[config.mk]
export PLATFORM = sky130hd
export DESIGN_NAME = uart_bram_cmd_ctrl
export DESIGN_NICKNAME = d
export VERILOG_FILES = /design/src/rtl/uart_bram_cmd_ctrl.sv
export SDC_FILE = /design/constraint.sdc
export NUM_CORES = 1
export LEC_CHECK = 0
export BUFFER_PORTS_ARGS = -buffer_cell sky130_fd_sc_hd__buf_2
export CAP_MARGIN = 10
export CORE_AREA = 5 5 120 94
export CTS_CLUSTER_SIZE = 25
export DETAILED_ROUTE_END_ITERATION = 12
export DIE_AREA = 0 0 125 99
export GPL_ROUTABILITY_DRIVEN = 0
export HOLD_SLACK_MARGIN = 0.12
export PLACE_DENSITY = 0.83
export SLEW_MARGIN = 15
export SYNTH_ARGS = -nofsm -noshare
export SYNTH_HDL_FRONTEND = slang
export SYNTH_SLANG_ARGS = --single-unit
[constraint.sdc]
create_clock -name CLOCK -period 5.92 [get_ports CLOCK]
set_input_delay 0 -clock CLOCK [delete_from_list [all_inputs] [get_ports CLOCK]]
set_output_delay 0 -clock CLOCK [all_outputs]
set_load 0.01 [all_outputs]
[src/rtl/uart_bram_cmd_ctrl.sv]
// UART byte-frame sequencer owning the map BRAM port: W frames write, R frames read back, others NAK.
// WE two cycles after the final RX byte; replies wait on TXBUSY, RX bytes outside frame intake are dropped.
module uart_bram_cmd_ctrl #(
   parameter int DWIDTH  = 32,
   parameter int AWIDTH  = 12,
   parameter int TIMEOUT = 5_000_000
) (
   input  logic              CLOCK,
   input  logic              RESET,
   input  logic [7:0]        RXDATA,
   input  logic              RXDONE,
   output logic [7:0]        TXDATA,
   output logic              TXSTART,
   input  logic              TXBUSY,
   input  logic              TXDONE,
   output logic              WE,
   output logic [AWIDTH-1:0] ADDR,
   output logic [DWIDTH-1:0] DATAI,
   input  logic [DWIDTH-1:0] DATAO,
   output logic              BUSY
);

   localparam int NB = DWIDTH / 8;
   localparam int CW = $clog2(NB + 1);
   localparam int TW = $clog2(TIMEOUT + 1);
   localparam logic [CW-1:0] CNT_ONE  = CW'(1);
   localparam logic [CW-1:0] CNT_NB   = CW'(NB);
   localparam logic [CW-1:0] CNT_LAST = CW'(NB - 1);
   localparam logic [TW-1:0] TMO_LAST = TW'(TIMEOUT - 1);
   localparam logic [7:0] OP_WRITE = 8'h57;
   localparam logic [7:0] OP_READ  = 8'h52;
   localparam logic [7:0] REPLY_ACK = 8'h06;
   localparam logic [7:0] REPLY_NAK = 8'h15;

   typedef enum logic [2:0] {
      IDLE, GET_ADDR, GET_DATA, WRITE, RD_ADDR, RD_LATCH, TX_LOAD, TX_WAIT
   } state_t;

   state_t state, state_nxt;
   logic we_nxt, txstart_nxt;
   logic [7:0] opcode;
   logic [7:0] addr_hi;
   logic addr_cnt;
   logic [CW-1:0] byte_cnt;
   logic [CW-1:0] tx_cnt;
   logic [DWIDTH-1:0] tx_shift;
   logic [TW-1:0] tmo_cnt;
   logic tmo_hit;

   assign BUSY = (state != IDLE);
   assign tmo_hit = ((state == GET_ADDR) || (state == GET_DATA)) && !RXDONE && (tmo_cnt == TMO_LAST);

   always_ff @(posedge CLOCK or posedge RESET) begin
      if (RESET) state <= IDLE;
      else       state <= state_nxt;
   end

   always_comb begin
      state_nxt   = state;
      we_nxt      = 1'b0;
      txstart_nxt = 1'b0;
      case (state)
         IDLE: begin
            if (RXDONE) begin
               if (RXDATA == OP_WRITE || RXDATA == OP_READ) state_nxt = GET_ADDR;
               else                                          state_nxt = TX_LOAD;
            end
         end
         GET_ADDR: begin
            if (tmo_hit)
               state_nxt = IDLE;
            else if (RXDONE && addr_cnt)
               state_nxt = (opcode == OP_WRITE) ? GET_DATA : RD_ADDR;
         end
         GET_DATA: begin
            if (tmo_hit)
               state_nxt = IDLE;
            else if (RXDONE && byte_cnt == CNT_LAST)
               state_nxt = WRITE;
         end
         WRITE: begin
            we_nxt    = 1'b1;
            state_nxt = TX_LOAD;
         end
         RD_ADDR:  state_nxt = RD_LATCH;
         RD_LATCH: state_nxt = TX_LOAD;
         TX_LOAD: begin
            if (!TXBUSY) begin
               txstart_nxt = 1'b1;
               state_nxt   = TX_WAIT;
            end
         end
         TX_WAIT: begin
            if (TXDONE) state_nxt = (tx_cnt == CNT_ONE) ? IDLE : TX_LOAD;
         end
         default: state_nxt = IDLE;
      endcase
   end

   // Datapath; WE/TXSTART are registered so they rise one cycle after the deciding state.
   always_ff @(posedge CLOCK or posedge RESET) begin
      if (RESET) begin
         opcode   <= '0;
         addr_hi  <= '0;
         addr_cnt <= 1'b0;
         byte_cnt <= '0;
         tx_cnt   <= '0;
         tx_shift <= '0;
         tmo_cnt  <= '0;
         ADDR     <= '0;
         DATAI    <= '0;
         TXDATA   <= '0;
         WE       <= 1'b0;
         TXSTART  <= 1'b0;
      end else begin
         WE      <= we_nxt;
         TXSTART <= txstart_nxt;
         case (state)
            IDLE: begin
               if (RXDONE) begin
                  opcode   <= RXDATA;
                  addr_cnt <= 1'b0;
                  byte_cnt <= '0;
                  tmo_cnt  <= '0;
                  if (RXDATA != OP_WRITE && RXDATA != OP_READ) begin
                     tx_shift <= {REPLY_NAK, {(DWIDTH-8){1'b0}}};
                     tx_cnt   <= CNT_ONE;
                  end
               end
            end
            GET_ADDR: begin
               if (RXDONE) begin
                  tmo_cnt  <= '0;
                  addr_cnt <= 1'b1;
                  addr_hi  <= RXDATA;
                  if (addr_cnt) ADDR <= AWIDTH'({addr_hi, RXDATA});
               end else begin
                  tmo_cnt <= tmo_cnt + 1'b1;
               end
            end
            GET_DATA: begin
               if (RXDONE) begin
                  tmo_cnt  <= '0;
                  byte_cnt <= byte_cnt + 1'b1;
                  DATAI    <= DWIDTH'({DATAI, RXDATA});
               end else begin
                  tmo_cnt <= tmo_cnt + 1'b1;
               end
            end
            WRITE: begin
               tx_shift <= {REPLY_ACK, {(DWIDTH-8){1'b0}}};
               tx_cnt   <= CNT_ONE;
            end
            RD_LATCH: begin
               tx_shift <= DATAO;
               tx_cnt   <= CNT_NB;
            end
            TX_LOAD: begin
               if (!TXBUSY) TXDATA <= tx_shift[DWIDTH-1 -: 8];
            end
            TX_WAIT: begin
               if (TXDONE) begin
                  tx_shift <= tx_shift << 8;
                  tx_cnt   <= tx_cnt - 1'b1;
               end
            end
            default: ;
         endcase
      end
   end

endmodule
## Yosys cells after proc, flatten, opt, wreduce, memory -nomap -nowiden

Index checks and enable logic that the tools add are counted.

| cells by class | value |
|---|---|
| add/subtract/negate cells | 3 |
| equality and inequality tests | 23 |
| multiplexer cells | 31 |
| bitwise logic cells | 1 |
| reductions and logical operators | 26 |

Operator list:

| operator | count |
|---|---|
| 32-bit case mux with 4 select lines | 1 |
| 32-bit 2-to-1 mux | 3 |
| 23-bit 2-to-1 mux | 2 |
| 23-bit case mux with 2 select lines | 1 |
| 3-bit 2-to-1 mux | 15 |
| 8-bit by 7-bit == test with 1-bit output, second input constant | 3 |
| 23-bit by 1-bit adder with 23-bit output, second input constant | 1 |
| 23-bit == test, second input constant | 1 |
| 3-bit case mux with 7 select lines | 1 |
| 8-bit by 7-bit inequality test with 1-bit output, second input constant | 2 |
| 3-bit == test, second input constant | 4 |
| 2-bit inequality test, second input constant | 6 |
| 3-bit case mux with 4 select lines | 1 |
| 2-bit AND reduction | 5 |
| 3-bit by 2-bit == test with 1-bit output, second input constant | 3 |
| 3-bit AND reduction | 3 |
| 3-bit by 1-bit == test with 1-bit output, second input constant | 2 |
| 3-bit by 2-bit inequality test with 1-bit output, second input constant | 2 |
| 3-bit case mux with 2 select lines | 1 |
| 2-bit nonzero test | 3 |
| 1-bit logical AND | 5 |
| 1-bit 2-to-1 mux | 5 |
| 5-bit AND reduction | 1 |
| 4-bit AND reduction | 1 |
| other kinds (10) | 12 |

| storage, ports and cells | value |
|---|---|
| register bits after elaboration | 131 |
| input port bits | 45 |

## Longest topological paths before layout

Gate-level depths: netlist of the first run.

| logic depth | value |
|---|---|
| word-level depth | 6 |
| gate-level depth with buffers | 7 |
| depth with buffers taken out | 7 |

## Least setup slack after synthesis of the first run

No wires, ideal clock.

| timing | value |
|---|---|
| path type | register to register |
| from | register state[0] |
| to | register state[0] |
| arrival time | 1917 ps |
| path slack | 3879 ps |
| cell stages (with the launch flop) | 7 |
| buffers on the path | 1 |
| clock period less this slack | 2041 ps |
| path through | dfrtp_1 -> buf_2 -> nand2b_1 -> a211o_1 -> nor4_2 -> o221a_2 -> mux2_2 |

| between the ends | value |
|---|---|
| cells in the longest elaborated chain, start to end | 6 |
| elaborated cells on any way between the ends | 21 |
| classes of those cells | eq/ne: 12; mux: 3; reduce/logical: 6 |

Ends and longest elaborated chain:

| item | RTL line | text |
|---|---|---|
| from (decl) | 39 | `state_t state, state_nxt;` |
| from (signal assigned) | 55 | `else state <= state_nxt;` |
| 3-bit by 1-bit == test with 1-bit output or 3-bit by 2-bit == test with 1-bit output (tied branches) | 51, 62 |  |
| 1-bit logical OR | 51 | `assign tmo_hit = ((state == GET_ADDR) \|\| (state == GET_DATA)) && !RXDONE && (tmo_cnt == TMO_LAST);` |
| 1-bit logical AND (2 in a row) | 51 |  |
| 3-bit 2-to-1 mux (tied with other cells) | 76 | `if (tmo_hit)` |
| 3-bit case mux with 7 select lines or 5-bit AND reduction (tied branches) | n/a |  |

Parallel ways exist; a longest one is shown, timed or not.
A chain may end at the register's enable or synchronous reset.

## Worst setup path in the final report of the first run

| timing | value |
|---|---|
| from | register state[0] |
| to | register state[1] |

Same word-level chain as after synthesis.

==> impl_metrics.toml, run 1 <==
[floorplanning]
start_util = 0.586
fp.dieH_um = 99
dieWidth_um = 125
io_pins = 100
dieArea_um2 = 12400
rows = 32
core_area_um2 = 9970

[power_and_ir_drop]
p_leak_nw = 3.47
powerDensity_nw_per_um2 = 492
worst_ir_drop_vdd_uv = 265

[yosys]
postSynthAreaPerCell_um2 = 11.4
synth_cell_types = 58
yosys_most_used_dff = "dfrtp_1"
yosysSeqAreaShare = 0.561
postSynthCellCount = 513
synth_nets = 563
netlist_area_um2 = 5840
yosys_register_bits = 131
synthArstFlopShare = 1.00
synth-edff-count = 0
ys_warn_count = 0

[final_layout]
fillCellCount = 645
n_antenna_cell = 0
mostFrequentLayoutCells = "dfrtp_1 (131), buf_2 (99), mux2_2 (68), nand2_1 (46), dlygate4sd3_1 (43)"
drive_above_1_share = 0.321
fin_cells = 799
final_nets = 700
multi_input_area_um2 = 2360
regArea_um2 = 3280
layout_commonest_cell = "dfrtp_1"
syn_to_final_growth_pct = 26.8

[placement]
placed_cells = 724
io_buffers = 99
dp_hpwl_mm = 8.78

[global_routing]
grt_pass1_wl_mm = 23.6
grt_max_degree = 82
grtUsageTotal = 0.237
grt-ovfl-total = 0
grt_pass1_vias = 4782
antenna_found_initial = 0

[worst_setup_path]
cp.arrival_ns = 2.91
path_max_fanout = 20
crit_end = "state[1]"
reg2reg_depth = 5
r2r-end = "state[1]"
r2r_start = "state[0]"
rrSetupSlack_ns = 3.31
crit_type = "flip-flop to flip-flop"
crit_path_start_kind = "flip-flop"
cp_data_required_time_ns = 6.22
critPathLaunch = "state[0]"
end_kind = "flip-flop"

[cts]
cts_root_buf = "clkbuf_16"
clk_pin_slew_worst_paths_ns = 0.06
htreeDepth = 4
post_cts_buffers = 0
cts_buffers = 17
insertion_delay_ns = 0.42
cts_sinks = 131
ctsHoldBuffers = 43
clock_path_buffers = 2
cts_resized = 0
cts_tree = "built"

[route]
drt-initial-drc-count = 320
via_per_inst = 5.76
dr.pass1.iters = 5
vias = 4602
routed_wl_mm = 14.5
ant_nets = 0
wl_per_cell_um = 18.1
drc = 0

[sta]
finalWorstPathRequiredPeriod_ns = 2.61
fin_skew_ns = 0.00845
worst_slew_pin_slew_ns = 0.995
setup_tns_ns = 0
slew_viol_final = 0
fmax_mhz = 383
slew_headroom = 0.337
setup_viol = 0
fin_crit_sh = 0.441
hold_viol_final = 0
rsz0062_at_grt = "false"

[job]
cap_violations = 0

[min_path]
hold_path_class = "primary input to asynchronous set/reset pin"

[status]
status = "finished clean"
-- cells in the mapped netlist (2+ instances only) --
| master | count | area, um^2 |
|---|---|---|
| a31oi_1 | 2 | 12.5 |
| dfrtp_1 | 131 | 3280 |
| buf_2 | 8 | 40.0 |
| nor4b_1 | 3 | 26.3 |
| nand2b_1 | 3 | 18.8 |
| clkbuf_1 | 16 | 60.1 |
| nand4_1 | 6 | 37.5 |
| a21oi_1 | 32 | 160 |
| buf_4 | 3 | 22.5 |
| ha_1 | 5 | 62.6 |
| nor2_1 | 26 | 97.6 |
| nand2_1 | 46 | 173 |
| xor2_1 | 2 | 17.5 |
| o22ai_1 | 3 | 18.8 |
| inv_1 | 16 | 60.1 |
| o21ai_0 | 34 | 170 |
| mux2_2 | 68 | 766 |
| xnor2_1 | 16 | 140 |
| o31ai_1 | 2 | 15.0 |
| or3_1 | 5 | 31.3 |
| nor3_1 | 8 | 40.0 |
| and3_1 | 20 | 125 |
| nand3_1 | 8 | 40.0 |
| a22o_1 | 9 | 78.8 |
| and4_1 | 2 | 17.5 |
| nor4_1 | 7 | 43.8 |
-- power breakdown --
group / internal, mW / total [mW] / switching [mW] / leakage, nW
Clock: 0.620 / 0.999 / 0.379 / 0.272
Combinational: 0.539 / 1.13 / 0.595 / 1.51
Sequential: 1.26 / 1.51 / 0.252 / 1.69
Total: 2.41 / 3.64 / 1.23 / 3.47
-- through the flow --
stage | hold WS, ns | cell area [um^2] | setup WS (ns) | util | power [mW]
after floorplan | 0.0900 | 5840 | 2.42 | - | 2.24
after global placement | 0.123 | 6410 | 3.57 | 0.643 | 2.53
after detailed placement | 0.140 | 6410 | 3.40 | 0.643 | 2.61
after CTS | 0.211 | 7410 | 3.35 | 0.743 | 3.64
after global routing | 0.262 | 7410 | 3.14 | 0.743 | 3.86
final | 0.227 | 7410 | 3.31 | 0.743 | 3.64
-- worst max-delay path: stages (launching register included) --
cell	delay (ns)
dfrtp_1	0.76
nand2b_1	0.28
a211o_1	0.36
nor4_2	0.43
o221a_2	0.33
mux2_2	0.34
-- cell type report --
type                       count  area share
multi-input combinational    336       0.319
timing repair buffer         147       0.130
clock inverter                 8      0.0103
tap                          136      0.0230
clock buffer                  24      0.0664
inverter                      17     0.00895
sequential                   131       0.443
-- how the worst min path moves through the flow --
stage / from / slack (ns) / endpoint
after floorplan: TXBUSY / 0.09 / TXSTART
final: RESET / 0.23 / ADDR[1]
after global routing: TXDONE / 0.26 / tx_shift[27]
after CTS: TXDONE / 0.21 / tx_shift[17]
after detailed placement: RESET / 0.14 / ADDR[2]
after global placement: RESET / 0.12 / ADDR[10]
-- flip-flops by register name (all words and copies together) (netlist names), 3 cells and up --
| name | cells |
|---|---|
| ADDR | 12 |
| DATAI | 32 |
| TXDATA | 8 |
| addr_hi | 4 |
| byte_cnt | 3 |
| opcode | 8 |
| state | 3 |
| tmo_cnt | 23 |
| tx_cnt | 3 |
| tx_shift | 32 |
-- logic make-up (layout without fill, tap and decap cells) --
kind of cell             count (synthesis)  after routing  share of synthesized area
buffers and inverters                   46            196                     0.0347
multiplexers                            69             69                      0.133
AND/OR/NAND/NOR                        148            148                      0.135
adder cells (fa/ha/maj)                  5              5                     0.0107
AO/OA/AOI/OAI                           96             96                     0.0987
XOR/XNOR                                18             18                     0.0270
flip-flops                             131            131                      0.561
-- per-layer routing --
layer	track usage	vias to the layer above	wire [um]	share of wire
met1	0.295	2314	5970	0.41
li1	-	2100	-	-
met3	0.0634	27	840	0.058
met4	0.0917	0	277	0.019
met2	0.400	161	7370	0.51
met5	0	-	0	0
Note: power is estimated with default switching activity, not from simulation.
==> run 2, diff against run 1 <==
--- a/config.mk
+++ b/config.mk
@@ -7,13 +7,13 @@
 export LEC_CHECK = 0
 export BUFFER_PORTS_ARGS = -buffer_cell sky130_fd_sc_hd__buf_2
 export CAP_MARGIN = 10
-export CORE_AREA = 5 5 120 94
+export CORE_AREA = 5 5 124 97
 export CTS_CLUSTER_SIZE = 25
 export DETAILED_ROUTE_END_ITERATION = 12
-export DIE_AREA = 0 0 125 99
+export DIE_AREA = 0 0 129 102
 export GPL_ROUTABILITY_DRIVEN = 0
 export HOLD_SLACK_MARGIN = 0.12
-export PLACE_DENSITY = 0.83
+export PLACE_DENSITY = 0.79
 export SLEW_MARGIN = 15
 export SYNTH_ARGS = -nofsm -noshare
 export SYNTH_HDL_FRONTEND = slang
==> constraint.sdc (replaced) <==
create_clock -name CLOCK -period 2.7 [get_ports CLOCK]
set_input_delay 0 -clock CLOCK [delete_from_list [all_inputs] [get_ports CLOCK]]
set_output_delay 0 -clock CLOCK [all_outputs]
set_load 0.01 [all_outputs]
==> run 2 against run 1 <==
Critical path depth is 3 higher; critical path type is now primary input to flip-flop; first-iteration DRC count is 24% higher; cell area is 1.6% higher.
==> impl_metrics.toml, run 2 (synthesis gave the netlist of run 1 again) <==
[status]
status = "finished clean"

[worst_setup_path]
end_kind = "flip-flop"
crit_path_start_kind = "primary input"
crit_slowest_cell = "or4b_1"
cp.arrival_ns = 2.59
path_max_fanout = 29
crit_chain = "dlygate4sd3_1 -> buf_2 -> or4b_1 -> or4_4 -> o21ai_2 -> buf_12 -> a21oi_2 -> o22a_1"
crit_type = "primary input to flip-flop"
cp_data_required_time_ns = 2.99
max_stage_delay_ns = 0.57

[placement]
io_buffers = 99
placed_cells = 734
dp_hpwl_mm = 8.78

[sta]
slew_viol_final = 0
fin_skew_ns = 0.00788
setup_viol = 0
worst_slew_pin_slew_ns = 0.667
setup_tns_ns = 0
rsz0062_at_grt = "false"
finalWorstPathRequiredPeriod_ns = 2.29
fin_crit_sh = 0.848
fmax_mhz = 437
slew_headroom = 0.555
hold_viol_final = 0

[route]
via_per_inst = 5.60
drc = 0
wl_per_cell_um = 17.1
ant_nets = 0
dr.pass1.iters = 5
drt-initial-drc-count = 398
routed_wl_mm = 13.8
vias = 4531

[power_and_ir_drop]
p_leak_nw = 3.52
worst_ir_drop_vdd_uv = 768
power_mw = 8.18
powerDensity_nw_per_um2 = 1090

[cts]
clk_pin_slew_worst_paths_ns = 0.06
insertion_delay_ns = 0.41
ctsHoldBuffers = 43
htreeDepth = 4
post_cts_buffers = 0
cts_resized = 0
cts_buffers = 17
clock_path_buffers = 2
cts_sinks = 131
cts_root_buf = "clkbuf_16"
cts_tree = "built"

[final_layout]
mostFrequentLayoutCells = "dfrtp_1 (131), buf_2 (99), mux2_2 (68), nand2_1 (46), dlygate4sd3_1 (43)"
drive_above_1_share = 0.332
layout_commonest_cell = "dfrtp_1"
final_nets = 706
syn_to_final_growth_pct = 28.8
fin_cells = 809
n_antenna_cell = 0
top_regs = "DATAI (32), tx_shift (32), tmo_cnt (23)"

[global_routing]
grt-ovfl-total = 0
grt_pass1_vias = 4716
antenna_found_initial = 0
grtUsageTotal = 0.222
grt_pass1_wl_mm = 23.1
grt_max_degree = 132

[floorplanning]
dieWidth_um = 129
start_util = 0.548
fp.dieH_um = 102
core_area_um2 = 10700
rows = 33
dieArea_um2 = 13200
io_pins = 100

[min_path]
hold_path_class = "primary input to flip-flop"

[job]
cap_violations = 0
[run 2: cell types whose count changed in the layout (fill, tap and decap cells not counted), sizes merged]
cell,before,now
clkinv,4,5
clkinvlp,3,5
clkbuf,24,19
buf,104,110
bufinv,1,3
[run 2: through the flow]
stage	util	setup WS, ns	instance area [um^2]	hold slack (ns)
floorplan	-	0.659	5850	0.0900
global placement	0.609	0.559	6480	0.221
detailed placement	0.609	0.463	6480	0.221
CTS	0.706	0.408	7530	0.212
global route	0.706	0.225	7530	0.265
finish	0.706	0.409	7530	0.232
[run 2: per-layer routing]
metal  global-route usage  up-vias  routed length, um
li1                     -     2112                  -
met1                0.273     2261               5630
met2                0.386      141               7340
met3               0.0611       17                681
met4               0.0678        0                202
met5                    0        -                  0
[run 2: final timing paths]
path / start / to / slack [ns] / depth (start not counted)
min in group asynchronous: RESET / tx_shift[3] / 0.36 / 4
setup reg to reg: state[2] / ADDR[7] / 0.41 / 5
setup / recovery: RXDATA[3] / tx_cnt[2] / 0.41 / 8
hold reg to reg: tx_shift[28] / tx_shift[28] / 0.48 / 1
hold / removal: TXDONE / tx_shift[30] / 0.23 / 4
max in group asynchronous: RESET / tmo_cnt[16] / 1.87 / 4
[run 2: cell type report]
type	instances	area, um^2
inverter	17	67.6
timing repair buffer	153	1030
sequential	131	3280
multi-input combinational	336	2360
fill	731	3130
clock inverter	13	158
tap	140	175
clock buffer	19	453
[run 2: worst max-delay path, delay by kind of cell]
family	cells	cell delay, ns
buffers and inverters	3	0.96
AO/OA/AOI/OAI	3	0.46
AND/OR/NAND/NOR	2	1.14
[run 2: where the power goes]
part | internal (mW) | switching [mW] | total [mW] | leakage [nW]
clock network | 1.50 | 0.846 | 2.34 | 0.291
registers | 2.75 | 0.481 | 3.23 | 1.69
logic | 1.25 | 1.36 | 2.61 | 1.54
total | 5.50 | 2.68 | 8.18 | 3.52
